--- src/rtl/fetch_32.sv ---
// fetch_32 -- instruction fetch unit for the 32-bit core.
//
// Generates the fetch PC and reads instruction words over a request/acknowledge
// handshake. Each word is buffered with its PC in a 2-entry prefetch queue, and
// the pair is presented to decode. Relative and absolute redirects flush the queue.
// A redirect that arrives while a request is still unacknowledged parks in FLUSH.
// The request stays as issued until its ack, and that word is then dropped.
//
// Ports
//   clk_in, reset_in          clock; asynchronous active-high reset
//   stall_in                  decode stall: output stage holds, nothing popped
//   pc_change_rel_in          relative redirect: pc_base_in + sext(imm_in)
//   pc_change_abs_in          absolute redirect: abs_addr_in (wins over relative)
//   pc_base_in, imm_in        relative redirect base and signed byte offset
//   abs_addr_in               absolute redirect target
//   mem_req_out/mem_addr_out  read request and word-aligned address
//   mem_ack_in/mem_data_in    request accepted; data valid in the same cycle
//   insn_out/insn_pc_out      instruction to decode and its address
//   insn_valid_out            insn_out is a real fetched instruction
module fetch_32 #(
   parameter logic [31:0] RESET_PC = 32'h0000_0000,
   parameter logic [31:0] NOP_INSN = 32'h0000_0000
) (
   input  logic        clk_in,
   input  logic        reset_in,
   input  logic        stall_in,
   input  logic        pc_change_rel_in,
   input  logic        pc_change_abs_in,
   input  logic [31:0] pc_base_in,
   input  logic [20:0] imm_in,
   input  logic [31:0] abs_addr_in,
   output logic        mem_req_out,
   output logic [31:0] mem_addr_out,
   input  logic        mem_ack_in,
   input  logic [31:0] mem_data_in,
   output logic [31:0] insn_out,
   output logic [31:0] insn_pc_out,
   output logic        insn_valid_out
);

   typedef enum logic [1:0] {FETCH, HOLD, FLUSH} state_t;

   state_t      state, state_next;
   logic        req, req_next;
   logic [31:0] fetch_pc, fetch_pc_next;
   logic [31:0] flush_pc, flush_pc_next;
   logic [1:0]  count, count_next;
   logic [1:0]  fill;
   logic [31:0] q_insn [2];
   logic [31:0] q_pc   [2];

   logic        redirect;
   logic        acked;
   logic        outstanding;
   logic        push;
   logic        pop;
   logic [31:0] redirect_pc;

   assign redirect    = pc_change_abs_in | pc_change_rel_in;
   assign acked       = req & mem_ack_in;
   assign outstanding = req & ~mem_ack_in;
   // A word acked during a redirect, or while flushing, belongs to the old stream.
   assign push        = acked & (state != FLUSH) & ~redirect;
   assign pop         = ~redirect & ~stall_in & (count != 2'd0);
   // Slot the incoming word lands in, after any pop this cycle has shifted the queue.
   assign fill        = count - {1'b0, pop};

   always_comb begin
      // NOTE: every output of this block gets a default first so no path infers a latch.
      redirect_pc = pc_base_in + {{11{imm_in[20]}}, imm_in};
      if (pc_change_abs_in) begin
         redirect_pc = abs_addr_in;
      end
      redirect_pc[1:0] = 2'b00;
   end

   always_comb begin
      state_next    = state;
      fetch_pc_next = fetch_pc;
      flush_pc_next = flush_pc;
      count_next    = count + {1'b0, push} - {1'b0, pop};
      if (redirect) begin
         count_next = 2'd0;
      end

      unique case (state)
         FETCH, HOLD: begin
            if (acked) begin
               fetch_pc_next = fetch_pc + 32'd4;
            end
            if (redirect && outstanding) begin
               // The request on the bus must not change until acked: park the target.
               state_next    = FLUSH;
               flush_pc_next = redirect_pc;
            end else begin
               if (redirect) begin
                  fetch_pc_next = redirect_pc;
               end
               state_next = (count_next == 2'd2) ? HOLD : FETCH;
            end
         end
         FLUSH: begin
            if (redirect) begin
               flush_pc_next = redirect_pc;
            end
            if (acked) begin
               fetch_pc_next = redirect ? redirect_pc : flush_pc;
               state_next    = FETCH;
            end
         end
         default: state_next = FETCH;
      endcase

      // Request whenever not parked on a full queue; FLUSH keeps the old request up.
      req_next = (state_next != HOLD);
   end

   // NOTE: sequential state uses non-blocking assignments so every flop samples pre-edge values.
   always_ff @(posedge clk_in or posedge reset_in) begin
      if (reset_in) begin
         state    <= FETCH;
         req      <= 1'b0;
         fetch_pc <= RESET_PC;
         flush_pc <= RESET_PC;
         count    <= 2'd0;
      end else begin
         state    <= state_next;
         req      <= req_next;
         fetch_pc <= fetch_pc_next;
         flush_pc <= flush_pc_next;
         count    <= count_next;
      end
   end

   // NOTE: queue payload has no reset; the occupancy count alone decides what is valid.
   always_ff @(posedge clk_in) begin
      if (pop) begin
         q_insn[0] <= q_insn[1];
         q_pc[0]   <= q_pc[1];
      end
      if (push) begin
         if (fill == 2'd0) begin
            q_insn[0] <= mem_data_in;
            q_pc[0]   <= fetch_pc;
         end else begin
            q_insn[1] <= mem_data_in;
            q_pc[1]   <= fetch_pc;
         end
      end
   end

   // Output stage: pops only from the queue (no bypass), so an ack at edge k
   // reaches decode at edge k+1 at the earliest.
   always_ff @(posedge clk_in or posedge reset_in) begin
      if (reset_in) begin
         insn_out       <= NOP_INSN;
         insn_pc_out    <= 32'h0;
         insn_valid_out <= 1'b0;
      end else if (redirect) begin
         insn_out       <= NOP_INSN;
         insn_valid_out <= 1'b0;
      end else if (!stall_in) begin
         if (count != 2'd0) begin
            insn_out       <= q_insn[0];
            insn_pc_out    <= q_pc[0];
            insn_valid_out <= 1'b1;
         end else begin
            insn_out       <= NOP_INSN;
            insn_valid_out <= 1'b0;
         end
      end
   end

   assign mem_req_out  = req;
   assign mem_addr_out = fetch_pc;

endmodule

--- config.mk ---
export PLATFORM = sky130hd
export DESIGN_NAME = fetch_32
export DESIGN_NICKNAME = d
export VERILOG_FILES = /design/src/rtl/fetch_32.sv
export SDC_FILE = /design/constraint.sdc
export NUM_CORES = 1
export LEC_CHECK = 0
export BUFFER_PORTS_ARGS = -buffer_cell sky130_fd_sc_hd__buf_2
export CORE_MARGIN = 5
export CORE_UTILIZATION = 45
export CTS_BUF_LIST = sky130_fd_sc_hd__clkbuf_4
export CTS_CLUSTER_SIZE = 14
export DETAILED_ROUTE_END_ITERATION = 8
export PLACE_DENSITY = 0.64
export SYNTH_ARGS = -nofsm -noshare
export SYNTH_HDL_FRONTEND = slang
export SYNTH_SLANG_ARGS = --single-unit
--- constraint.sdc ---
create_clock -name clk_in -period 4.7 [get_ports clk_in]
set_clock_uncertainty 0.05 [all_clocks]
set_input_delay 0.705 -clock clk_in [delete_from_list [all_inputs] [get_ports clk_in]]
set_output_delay 0.705 -clock clk_in [all_outputs]
set_load 0.05 [all_outputs]
# --- After elaboration in Yosys (flattened, before gate mapping) ---
# Memories as Yosys holds them, arrays and structs flattened. A register that Yosys moved wholly into a read port is not among the register bits.
# Cells that the tools add are included.
word_totals:
  n_memories: 2
  regBits: 102
  ramBits: 128
op_classes:
  muxes: 30
  n_eq_ne: 8
  n_addsub: 5
  bitwise_logic: 12
  n_reduce_logical: 9
memory_table:
  columns: ["name", "depth", "word_bits", "rd", "rd_ports_with_merged_regs", "wr", "line_no", "text"]
  rows:
  - ["q_insn", 2, 32, 2, 0, 2, "49", "logic [31:0] q_insn [2];"]
  - ["q_pc", 2, 32, 2, 1, 2, "50", "logic [31:0] q_pc [2];"]
ops:
  columns: ["operator", "count"]
  rows:
  - ["32-bit 2-to-1 mux", 12]
  - ["32-bit case mux with 2 select lines", 2]
  - ["32-bit by 3-bit adder with 32-bit output, second input constant", 1]
  - ["32-bit adder", 1]
  - ["1-bit 2-to-1 mux", 12]
  - ["1-bit bitwise AND", 6]
  - ["2-bit 2-to-1 mux", 3]
  - ["2-bit != test, second input constant", 3]
  - ["2-bit equality test, second input constant", 2]
  - ["2-bit zero test", 2]
  - ["2-bit by 1-bit != test with 1-bit output, second input constant", 2]
  - ["2-bit case mux with 2 select lines", 1]
  - ["2-bit AND reduction", 2]
  - ["2-bit nonzero test", 2]
  - ["2-bit by 1-bit subtractor with 2-bit output", 2]
  - ["1-bit inverter", 3]
  - ["1-bit bitwise OR", 3]
  - ["3-bit AND reduction", 1]
  - ["2-bit by 1-bit adder with 2-bit output", 1]
  - ["2-bit by 1-bit equality test with 1-bit output, second input constant", 1]
  - ["2-bit OR reduction", 1]
  - ["1-bit logical AND", 1]

# --- Depth between registers and ports, before layout ---
logic_depth:
  ltp_word: 11
  ltp_mapped: 13

# --- Least setup slack after synthesis ---
# OpenSTA, ideal clock, no wires.
synth_timing:
  path_type: "input -> register"
  start: "input port pc_change_abs_in"
  end: "memory q_insn[1][0] (netlist: q_insn[0][32]) (enable)"
  path_slack_ps: 124
  arrival_ps: 4040
  cell_stages: 4
  cell_sequence: "buf_2 nor2_1 nand3_1 nor2_1"
synth_rtl:
  columns: ["element", "line_no", "text"]
  rows:
  - ["start, declared", "28", "input logic pc_change_abs_in,"]
  - ["end, declared", "49", null]

# --- Worst setup path in the final report ---
layout_timing:
  start: "input port pc_base_in[5]"
  end: "register flush_pc[27]"
layout_between:
  elab_chain_len: 4
  word_cells_on_any_way: 5
  cone_classes: "add/sub: 1; mux: 4"
layout_rtl:
  columns: ["element", "line_no", "text"]
  rows:
  - ["start, declared", "29", "input logic [31:0] pc_base_in,"]
  - ["32-bit adder (*)", "70", "redirect_pc = pc_base_in + {{11{imm_in[20]}}, imm_in};"]
  - ["32-bit 2-to-1 mux (*)", "71", "if (pc_change_abs_in) begin"]
  - ["32-bit 2-to-1 mux, on equally long branches", "103, 91", null]
  - ["32-bit case mux with 2 select lines (*)", "86", "unique case (state)"]
  - ["end signal, assigned", "130", "flush_pc <= flush_pc_next;"]
  - ["end, declared", "46", "logic [31:0] flush_pc, flush_pc_next;"]
# Mark *: on every way between the ends. The rest lies on a longest branch, timed or not. The select of a mux whose other input is x is not followed.
# A chain may end at the register's enable or synchronous reset.

==> results.json <==
{
  "status": "complete, no violations",
  "synth_area_per_cell_sq_um": 11.7,
  "min_period_ps": 2760,
  "fmax_mhz": 362,
  "crit_fanout": 6,
  "grt_max_degree": 66,
  "rsz0062_at_grt": "false",
  "drive_gt1_share_pct": 34.7,
  "synthArstFlopShare_pct": 51.1,
  "dieArea_sq_um": 32200,
  "crit_arrival_ps": 3260,
  "syn_inst": 1103,
  "vias": 10000,
  "syn_area_sq_um": 12900,
  "portBuffers": 218,
  "firstDrtPassIters": 5,
  "cts_setup_buffers": 0,
  "post_cts_resized": 0,
  "std_cell_rows": 62,
  "ant_nets": 0,
  "io_pins": 221,
  "synth-edff-count": 128,
  "clkTransAtPathRegs_ps": 70,
  "endpoint_kind": "register",
  "synth_seq_cells": 262,
  "relSlewSlack_pct": 27.2,
  "seqCellArea_sq_um": 7200,
  "layoutNonFillerInstCount": 1800,
  "worstSkewPairLatency_ps": 680,
  "final_nets": 1520,
  "syn_to_final_growth_pct": 19.4,
  "synth_warnings": 0,
  "ys_types": 74,
  "slew_violations": 0,
  "powerDensity_nw_per_um2": 407,
  "gp_congestion": 0.934,
  "track_usage_pct": 20.8,
  "hp-class": "input port to async pin",
  "dp.cells": 1676,
  "final-setup-viol-count": 0,
  "start_kind": "input port",
  "cts_made_buffers": 70,
  "irDropWorstVdd_v": 0.000151,
  "postCtsHoldBufs": 0,
  "dr.first_iter.drc_count": 677,
  "setup_slack_ps": 1940,
  "finalSetupTns_ps": 0,
  "tritoncts": "built",
  "initial_core_util_pct": 45.2,
  "die_x_um": 179,
  "cts-root-buf": "clkbuf_4",
  "crit_type": "input port to register",
  "synth_seq_area_share_pct": 55.7,
  "synth_flop_cell": "dfrtp_1",
  "avgRoutedWirePerCell_um": 19.0,
  "cp.required_ps": 5200,
  "cts_max_path_buffers": 3,
  "h-tree-depth": 3,
  "wl_mm": 34.2,
  "die_h_um": 179,
  "vias_per_cell": 5.58,
  "dpl.hpwl_mm": 23.7,
  "fp.coreArea_sq_um": 28500,
  "grt_pass1_vias": 9792,
  "fillers": 2613,
  "p_leak_uw": 0.00670,
  "finalCritPeriodShare_pct": 58.8,
  "syn_nets": 1259,
  "multiInputGateArea_sq_um": 5460,
  "cts.sinks": 262,
  "grt_pass1_wl_mm": 53.0,
  "pre_cts_ws_ps": 1210,
  "maxCapViolCount": 0,
  "worstMarginPinSlew_ps": 1090,
  "hold_viol": 0,
  "grt_overflow": 0,
  "antenna_found_initial": 2,
  "route.detailed.drc": 0
}
-- state kept, by name (all words and copies together) (netlist names) --
name            cells
q_insn             64
q_pc               64
flush_pc           32
insn_out           32
insn_pc_out        32
mem_addr_out       32
count               2
state               2
insn_valid_out      1
mem_req_out         1
-- synth_stat cells (5+ instances only) --
cell,number,share of area (%)
buf_2,14,0.54
xor2_1,18,1.2
dfrtp_1,134,26
and4_1,8,0.54
inv_1,13,0.38
o31ai_1,6,0.35
a21o_1,10,0.58
and2_1,8,0.39
nand3_1,25,0.97
o21ai_0,59,2.3
or3_1,5,0.24
ha_1,33,3.2
nand2_1,112,3.3
a21oi_1,64,2.5
xnor2_1,29,2.0
o211ai_1,11,0.64
o21ai_1,13,0.50
nor2_1,69,2.0
mux2_2,97,8.5
edfxtp_1,128,30
clkbuf_1,36,1.0
a211oi_1,11,0.64
o21a_1,10,0.58
a22oi_1,6,0.35
a221o_1,5,0.39
nand4_1,6,0.29
a22o_1,34,2.3
nor3_1,15,0.58
and3_1,8,0.39
mux2i_1,15,1.2
a31oi_1,20,0.97
-- worst max-delay path: stages --
cell       delay, ps
buf_2            100
ha_1             340
a21oi_1          180
and2_1           200
a2bb2oi_1        330
nand4_2          270
a41oi_4          380
a21oi_2          120
a21oi_2          160
xor2_1           340
a31oi_1          140
-- through the flow --
step	power, uW	util (%)	hold slack [ps]	area [sq um]
global placement	4230	50.8	395	14500
CTS	6340	54.0	9.04	15400
finish	6270	54.0	57.6	15400
detailed placement	4250	50.8	398	14500
floorplan	3800	-	393	12900
global route	6600	54.0	40.7	15400
-- path summary, 6_finish.rpt --
check                                   end  cells past startpoint             from  slack, ps
max in group asynchronous  mem_addr_out[19]                      3         reset_in       3530
min reg2reg                     insn_out[1]                      1     q_insn[0][1]        410
max reg2reg                mem_addr_out[22]                      9  mem_addr_out[2]       1990
max                            flush_pc[27]                     11    pc_base_in[5]       1940
min                            insn_out[15]                      2         reset_in         60
min in group clk_in           q_insn[0][36]                      1   mem_data_in[4]        160
-- routing by layer --
metal / wire length, um / part of all wire, % / GRT usage [%]
met5: 12 / 0.035 / 0
met4: 952 / 2.8 / 8.57
met3: 2840 / 8.3 / 4.78
met2: 15600 / 46 / 32.5
met1: 14800 / 43 / 28.3
-- cell type report --
cell class	count	share of cell area, %
clock buffer	107	5.21
timing repair buffer	245	8.47
inverter	13	0.349
tap	384	3.12
multi-input combinational	772	35.4
antenna	2	0.0325
sequential	262	46.7
clock inverter	15	0.747
-- where the power goes --
part           switching [uW]  leakage (uW)  total (uW)  internal (uW)
clock                     949      0.000546        2050           1100
combinational             929       0.00325        1380            449
sequential                232       0.00290        2840           2610
-- cells in the final DEF (no fill, tap or decap), types with 12 or more instances in the layout --
cell type  instances
a22o_1            34
nand3_1           25
mux2i_1           15
a31oi_1           20
nand2_1          112
dfrtp_1          134
buf_2            218
a21oi_1           64
ha_1              33
xor2_1            18
inv_1             12
buf_4             26
mux2_2            97
nor3_1            15
o21ai_0           57
edfxtp_1         128
o21ai_1           13
nor2_1            67
clkbuf_4         107
xnor2_1           29
-- cell families (layout without fill, tap and decap cells) --
kind of cell	after synthesis	count (layout)	share of synthesized area [%]
AOI/OAI and AO/OA	295	295	15.4
xor gates and xnor gates	47	47	3.19
adders and majority gates	33	33	3.20
buffers and inverters	69	380	2.26
DFF	262	262	55.7
muxes	112	112	9.62
other	0	2	0
and+or+nand+nor	285	285	10.6
Note: power is estimated with default switching activity, not from simulation.
